===== src/rtl/nbr_averager.sv =====
// nbr_averager: neighbor-weighted vertex smoothing over three single-port RAMs.
// For every vertex v it produces, per coordinate c,
//    res_c = sum_k (nbr_c >>> beta_shift) + trunc((cur_c * w) >>> FRAC_BITS)
//    w     = one - ((n << FRAC_BITS) >>> beta_shift)
// The neighbor count n is clamped to MAX_NEIGHBOR_COUNT-1. When clamping
// happens, the sticky err_nbr_ovf flag is set.
// Per-vertex latency, exact:
//    2 + n*(COORD_COUNT+2) + (COORD_COUNT+1) + COORD_COUNT cycles.
// Each pass ends with one extra DONE cycle.
`timescale 1ns/1ps
module nbr_averager #(
   parameter int ADDR_WIDTH         = 9,
   parameter int DATA_WIDTH         = 32,
   parameter int FRAC_BITS          = 16,
   parameter int COORD_COUNT        = 3,
   parameter int MAX_NEIGHBOR_COUNT = 10
) (
   input  logic                  clk,
   input  logic                  rst_n,
   input  logic                  start,
   input  logic [ADDR_WIDTH-1:0] vertex_count,
   input  logic [3:0]            beta_shift,
   output logic                  RAM_OBJ_EN,
   output logic [ADDR_WIDTH-1:0] RAM_OBJ_A,
   input  logic [DATA_WIDTH-1:0] RAM_OBJ_Do,
   output logic                  RAM_NBR_EN,
   output logic [ADDR_WIDTH-1:0] RAM_NBR_A,
   input  logic [DATA_WIDTH-1:0] RAM_NBR_Do,
   output logic                  RAM_RES_EN,
   output logic [3:0]            RAM_RES_WE,
   output logic [ADDR_WIDTH-1:0] RAM_RES_A,
   output logic [DATA_WIDTH-1:0] RAM_RES_Di,
   output logic                  busy,
   output logic                  done,
   output logic                  err_nbr_ovf
);

   localparam int ACC_W  = DATA_WIDTH + 4;
   localparam int PROD_W = 2 * DATA_WIDTH;
   localparam int NW     = $clog2(MAX_NEIGHBOR_COUNT) + 1;
   localparam int PW     = 3;

   localparam logic [NW-1:0] N_CAP      = NW'(MAX_NEIGHBOR_COUNT - 1);
   localparam logic [PW-1:0] PH_LAST    = PW'(COORD_COUNT);
   localparam logic [PW-1:0] PH_WR_LAST = PW'(COORD_COUNT - 1);
   localparam logic [5:0]    SHIFT_MAX  = 6'(FRAC_BITS);

   localparam logic signed [DATA_WIDTH-1:0] ONE    = DATA_WIDTH'(64'd1 << FRAC_BITS);
   localparam logic signed [ACC_W-1:0]      SAT_HI = ACC_W'({1'b0, {(DATA_WIDTH-1){1'b1}}});
   localparam logic signed [ACC_W-1:0]      SAT_LO = ~SAT_HI;

   typedef enum logic [2:0] {
      IDLE, RD_COUNT, RD_IDX, RD_NBR, RD_CUR, WRITE, DONE
   } state_t;

   state_t                  r_state, w_next;
   logic [PW-1:0]           r_ph;
   logic [ADDR_WIDTH-1:0]   r_vcount, r_v, r_k;
   logic [5:0]              r_shift;
   logic [NW-1:0]           r_n, r_j;
   logic                    r_ovf;
   logic signed [ACC_W-1:0] r_acc [COORD_COUNT];

   logic                     w_cnt_ovf;
   logic [NW-1:0]            w_cnt;
   logic [ADDR_WIDTH-1:0]    w_k;
   logic signed [DATA_WIDTH-1:0] w_weight;
   logic signed [PROD_W-1:0] w_prod;
   logic signed [ACC_W-1:0]  w_nterm, w_wterm, w_sel;

   function automatic logic [DATA_WIDTH-1:0] f_sat(input logic signed [ACC_W-1:0] a);
      if (a > SAT_HI)      return {1'b0, {(DATA_WIDTH-1){1'b1}}};
      else if (a < SAT_LO) return {1'b1, {(DATA_WIDTH-1){1'b0}}};
      else                 return a[DATA_WIDTH-1:0];
   endfunction

   assign w_cnt_ovf = RAM_NBR_Do > DATA_WIDTH'(MAX_NEIGHBOR_COUNT - 1);
   assign w_cnt     = w_cnt_ovf ? N_CAP : RAM_NBR_Do[NW-1:0];
   // The index word arrives in phase 0, so it is used directly there and held in r_k afterwards.
   assign w_k       = (r_ph == '0) ? RAM_NBR_Do[ADDR_WIDTH-1:0] : r_k;
   assign w_weight  = ONE - $signed((DATA_WIDTH'(r_n) << FRAC_BITS) >> r_shift);
   assign w_prod    = PROD_W'($signed(RAM_OBJ_Do)) * PROD_W'(w_weight);
   assign w_wterm   = ACC_W'(w_prod >>> FRAC_BITS);
   assign w_nterm   = ACC_W'($signed(RAM_OBJ_Do) >>> r_shift);
   assign err_nbr_ovf = r_ovf;

   // State register.
   // NOTE: sequential state uses non-blocking assignments so every flop samples pre-edge values.
   always_ff @(posedge clk or negedge rst_n) begin
      if (!rst_n) r_state <= IDLE;
      else        r_state <= w_next;
   end

   // Select the accumulator for the coordinate being written.
   always_comb begin
      w_sel = r_acc[0];
      for (int c = 0; c < COORD_COUNT; c++)
         if (r_ph == PW'(c)) w_sel = r_acc[c];
   end

   // Next-state logic and RAM/status outputs.
   always_comb begin
      // NOTE: every output gets a default first, so no path can infer a latch.
      w_next     = r_state;
      RAM_OBJ_EN = 1'b0;
      RAM_OBJ_A  = '0;
      RAM_NBR_EN = 1'b0;
      RAM_NBR_A  = '0;
      RAM_RES_EN = 1'b0;
      RAM_RES_WE = 4'b0000;
      RAM_RES_A  = '0;
      RAM_RES_Di = '0;
      busy       = 1'b0;
      done       = 1'b0;
      unique case (r_state)
         IDLE: begin
            if (start) w_next = (vertex_count == '0) ? DONE : RD_COUNT;
         end
         RD_COUNT: begin
            busy = 1'b1;
            if (r_ph == '0) begin
               RAM_NBR_EN = 1'b1;
               RAM_NBR_A  = ADDR_WIDTH'(r_v * MAX_NEIGHBOR_COUNT);
            end else begin
               w_next = (w_cnt == '0) ? RD_CUR : RD_IDX;
            end
         end
         RD_IDX: begin
            busy       = 1'b1;
            RAM_NBR_EN = 1'b1;
            RAM_NBR_A  = ADDR_WIDTH'(r_v * MAX_NEIGHBOR_COUNT + r_j);
            w_next     = RD_NBR;
         end
         RD_NBR: begin
            busy = 1'b1;
            if (r_ph < PH_LAST) begin
               RAM_OBJ_EN = 1'b1;
               RAM_OBJ_A  = ADDR_WIDTH'((w_k - 1) * COORD_COUNT + 1 + r_ph);
            end else begin
               w_next = (r_j == r_n) ? RD_CUR : RD_IDX;
            end
         end
         RD_CUR: begin
            busy = 1'b1;
            if (r_ph < PH_LAST) begin
               RAM_OBJ_EN = 1'b1;
               RAM_OBJ_A  = ADDR_WIDTH'(r_v * COORD_COUNT + 1 + r_ph);
            end else begin
               w_next = WRITE;
            end
         end
         WRITE: begin
            busy       = 1'b1;
            RAM_RES_EN = 1'b1;
            RAM_RES_WE = 4'b1111;
            RAM_RES_A  = ADDR_WIDTH'(r_v * COORD_COUNT + 1 + r_ph);
            RAM_RES_Di = f_sat(w_sel);
            if (r_ph == PH_WR_LAST)
               w_next = (r_v == r_vcount - ADDR_WIDTH'(1)) ? DONE : RD_COUNT;
         end
         DONE: begin
            done   = 1'b1;
            w_next = IDLE;
         end
         default: w_next = IDLE;
      endcase
   end

   // Pass control: phase counter, pass parameters, vertex/neighbor counters, sticky overflow.
   always_ff @(posedge clk or negedge rst_n) begin
      if (!rst_n) begin
         r_ph     <= '0;
         r_vcount <= '0;
         r_v      <= '0;
         r_k      <= '0;
         r_shift  <= '0;
         r_n      <= '0;
         r_j      <= '0;
         r_ovf    <= 1'b0;
      end else begin
         r_ph <= (w_next != r_state) ? '0 : r_ph + PW'(1);
         unique case (r_state)
            IDLE: if (start) begin
               r_vcount <= vertex_count;
               r_shift  <= ({2'b00, beta_shift} > SHIFT_MAX) ? SHIFT_MAX : {2'b00, beta_shift};
               r_v      <= '0;
               r_ovf    <= 1'b0;
            end
            RD_COUNT: if (r_ph != '0) begin
               r_n <= w_cnt;
               r_j <= NW'(1);
               if (w_cnt_ovf) r_ovf <= 1'b1;
            end
            RD_NBR: begin
               if (r_ph == '0)     r_k <= w_k;
               if (r_ph == PH_LAST) r_j <= r_j + NW'(1);
            end
            WRITE: if (r_ph == PH_WR_LAST) r_v <= r_v + ADDR_WIDTH'(1);
            default: ;
         endcase
      end
   end

   // Per-coordinate accumulators, one term per returning read word.
   // NOTE: accumulators are cleared in RD_COUNT before every use, so they carry no reset.
   always_ff @(posedge clk) begin
      for (int c = 0; c < COORD_COUNT; c++) begin
         if (r_state == RD_COUNT && r_ph != '0)
            r_acc[c] <= '0;
         else if (r_state == RD_NBR && r_ph == PW'(c + 1))
            r_acc[c] <= r_acc[c] + w_nterm;
         else if (r_state == RD_CUR && r_ph == PW'(c + 1))
            r_acc[c] <= r_acc[c] + w_wterm;
      end
   end

endmodule

===== config.mk =====
export PLATFORM = sky130hd
export DESIGN_NAME = nbr_averager
export DESIGN_NICKNAME = d
export VERILOG_FILES = /design/src/rtl/nbr_averager.sv
export SDC_FILE = /design/constraint.sdc
export NUM_CORES = 2
export LEC_CHECK = 0
export BUFFER_PORTS_ARGS = -buffer_cell sky130_fd_sc_hd__buf_4
export CORE_MARGIN = 5
export CORE_UTILIZATION = 60
export DETAILED_ROUTE_END_ITERATION = 10
export PLACE_DENSITY = 0.8
export SETUP_SLACK_MARGIN = 0.4
export SLEW_MARGIN = 25
export SYNTH_ARGS = -nofsm -noshare
export SYNTH_HDL_FRONTEND = slang
export SYNTH_SLANG_ARGS = --single-unit

===== constraint.sdc =====
create_clock -name clk -period 11 [get_ports clk]
set_clock_uncertainty 0.05 [all_clocks]
set_input_delay 0.55 -clock clk [delete_from_list [all_inputs] [get_ports clk]]
set_output_delay 0.55 -clock clk [all_outputs]
set_load 0.03 [all_outputs]

==> flow_metrics.tcl <==
set metrics [dict create \
    path_max_fanout 8 \
    final_core_util_pct 73.17 \
    place_ws_ps -926.4 \
    crit_path_max_incr_delay_ps 570 \
    drv_slew 0 \
    numPortBuffers 148 \
    first_pass_iters 8 \
    antenna_found_initial 8 \
    grt_pass1_vias 46800 \
    coreArea_um2 82110 \
    cp_slowest_cell "fa_1" \
    ant_nets 0 \
    grt_use_total_pct 34.45 \
    vias_per_cell 5.983 \
    worstSetupEndpointType "flop" \
    vias 45130 \
    min_period_ps 11760 \
    period_share_pct 106.9 \
    yosysSeqAreaShare_pct 8.930 \
    netlist_instances 5845 \
    clock_path_buffers 2 \
    clock-sinks 156 \
    area_delta_synth_final_pct 20.73 \
    ys_ff_latch 156 \
    first_iter_violations 5128 \
    critPathKind "flop to flop" \
    fin_ws_ps -764.3 \
    dieArea_um2 88800 \
    nNetsFinal 7834 \
    routed_wl_mm 158.3 \
    synth-async-reset-ratio_pct 30.77 \
    place_inst 7405 \
    cpLargestDelayFamily "adder cells" \
    synth_commonest_cells "inv_1 (1192), fa_1 (893), nand2_1 (870)" \
    rsz0062_at_grt "yes" \
    yosys.area.top_type "fa_1" \
    synth_area_leaders "fa_1 (36%), ha_1 (10%), inv_1 (9.0%)" \
    hold_class "input pin to async pin" \
    hold_violations 0 \
    worst_ep_arrival_time_ps 11920 \
    io_pins 149 \
    routedWlPerCell_um 20.98 \
    core.rowCount 105 \
    critPathMostFrequentCell "fa_1" \
    synth_top_area_share_pct 35.92 \
    ys.flop_type "edfxtp_1" \
    avgSynthCellArea_um2 8.514 \
    status "finished with violations" \
    yosysMostFrequentCell "inv_1" \
    clk_pin_slew_worst_paths_ps 60 \
    fmax_ghz 0.08500 \
    start_util_pct 60.61 \
    grt_max_degree 49 \
    fin_cells 7542 \
    dieWidth_um 298.0 \
    grt-ovfl-total 0 \
    synth_fp_nets 7226 \
    failed_checks "setup timing" \
    grt_pass1_wl_mm 245.3 \
    worst_pin_slew_ps 1037 \
    synth_warnings 0 \
    yosysUniqueCellTypes 94 \
    cp_data_required_time_ps 11160 \
    htreeDepth 4 \
    hpwlAfterDp_mm 121.3 \
    cts_buffers 17 \
    worst-path-buf-inv 11 \
    cts_tree "done" \
    cts_root_buf "clkbuf_16" \
    synth_area_um2 49770 \
    rr_worst_depth 50 \
    cp-start-kind "flop" \
    clk_latency_ps 490 \
    globalplace.congestion 0.9784 \
    setup_viol 52 \
    drive_above_1_share_pct 20.94 \
    maxCapViolCount 0 \
    path_depth 50 \
    drc 0 \
    die_h_um 298.0 \
    relSlewSlack_pct 30.12 \
    finalSetupTns_ps -18950 \
    synth_edf_count 108 \
]
registers in the layout (all words and copies together) (netlist names):
register and flops:
r_v 9, r_ph 3, r_j 5, r_shift 4, r_state 3, r_n 5, r_k 9, r_acc 108
r_vcount 9, err_nbr_ovf 1
final timing paths:
kind	to	from	slack, ps
worst max register to register	r_acc[1][35]$_DFFE_PP_	r_shift[0]$_DFFE_PN0P_	-760
min in group clk	r_vcount[6]$_DFFE_PN0P_	vertex_count[6]	220
worst max-delay path	r_acc[1][35]$_DFFE_PP_	r_shift[0]$_DFFE_PN0P_	-760
max in group asynchronous	r_shift[1]$_DFFE_PN0P_	rst_n	10390
worst min register to register	err_nbr_ovf$_DFFE_PN0P_	err_nbr_ovf$_DFFE_PN0P_	450
worst min-delay path	err_nbr_ovf$_DFFE_PN0P_	rst_n	30
kinds of logic after synthesis:
| kind of cell | Yosys count | synth area share (%) |
|---|---|---|
| XOR/XNOR | 290 | 5.149 |
| multiplexers | 94 | 2.351 |
| AO/OA/AOI/OAI | 872 | 11.00 |
| adder cells (fa/ha/maj) | 1301 | 46.18 |
| AND/OR/NAND/NOR | 1665 | 15.21 |
| buffers and inverters | 1467 | 11.18 |
| flip-flops | 156 | 8.930 |
timing repair:
item,CTS,global route
hold buffers,0,0
buffers inserted,48,48
pin swaps,124,133
cloned,1,2
setup endpoints to repair,64,84
resized for setup,237,217
routing by layer:
metal	share of wire, %	global-route usage (%)	up-vias	routed length, µm
met5	0.027	0	-	42
met4	5.1	14.16	6	8142
met3	12	7.623	645	18520
met2	47	55.79	2717	73620
met1	37	45.31	22190	57930
li1	-	-	19570	-
through the flow:
stage	hold slack (ps)	area, µm²
5_1_grt	70.55	60080
4_1_cts	42.71	58630
6_report	33.56	60080
2_1_floorplan	204.4	50400
3_3_place_gp	417.1	56590
3_5_place_dp	431.0	56590
placed cells by master, fill, tap and decap left out, types with 25 or more instances in the layout:
master / count
xnor2_2: 27
o21a_1: 26
a31oi_1: 25
and3_1: 39
inv_1: 1167
nor2_1: 205
ha_1: 361
a21o_1: 86
a21oi_1: 210
nand2b_1: 35
mux2i_1: 40
nand2_1: 849
o21ai_0: 139
xnor2_1: 143
a21oi_2: 49
nor2b_1: 27
fa_1: 871
and2_1: 215
nor3_1: 41
dfrtp_1: 45
buf_6: 53
nand3_1: 68
edfxtp_1: 108
ha_4: 41
inv_2: 25
o21bai_1: 32
o22ai_1: 71
buf_12: 28
buf_4: 773
mux2_2: 27
xor2_1: 106
area by class of cell:
class | instances | area [µm²]
timing repair buffer | 862 | 7113
clock inverter | 11 | 67.56
fill | 5416 | 22030
tap | 1070 | 1339
multi-input combinational | 4222 | 42170
antenna | 6 | 15.01
clock buffer | 21 | 450.4
sequential | 156 | 4448
inverter | 1194 | 4484
Power is left out: the tool's default activity adds up to more than one toggle a clock period on the data nets, which glitch-free logic cannot reach.
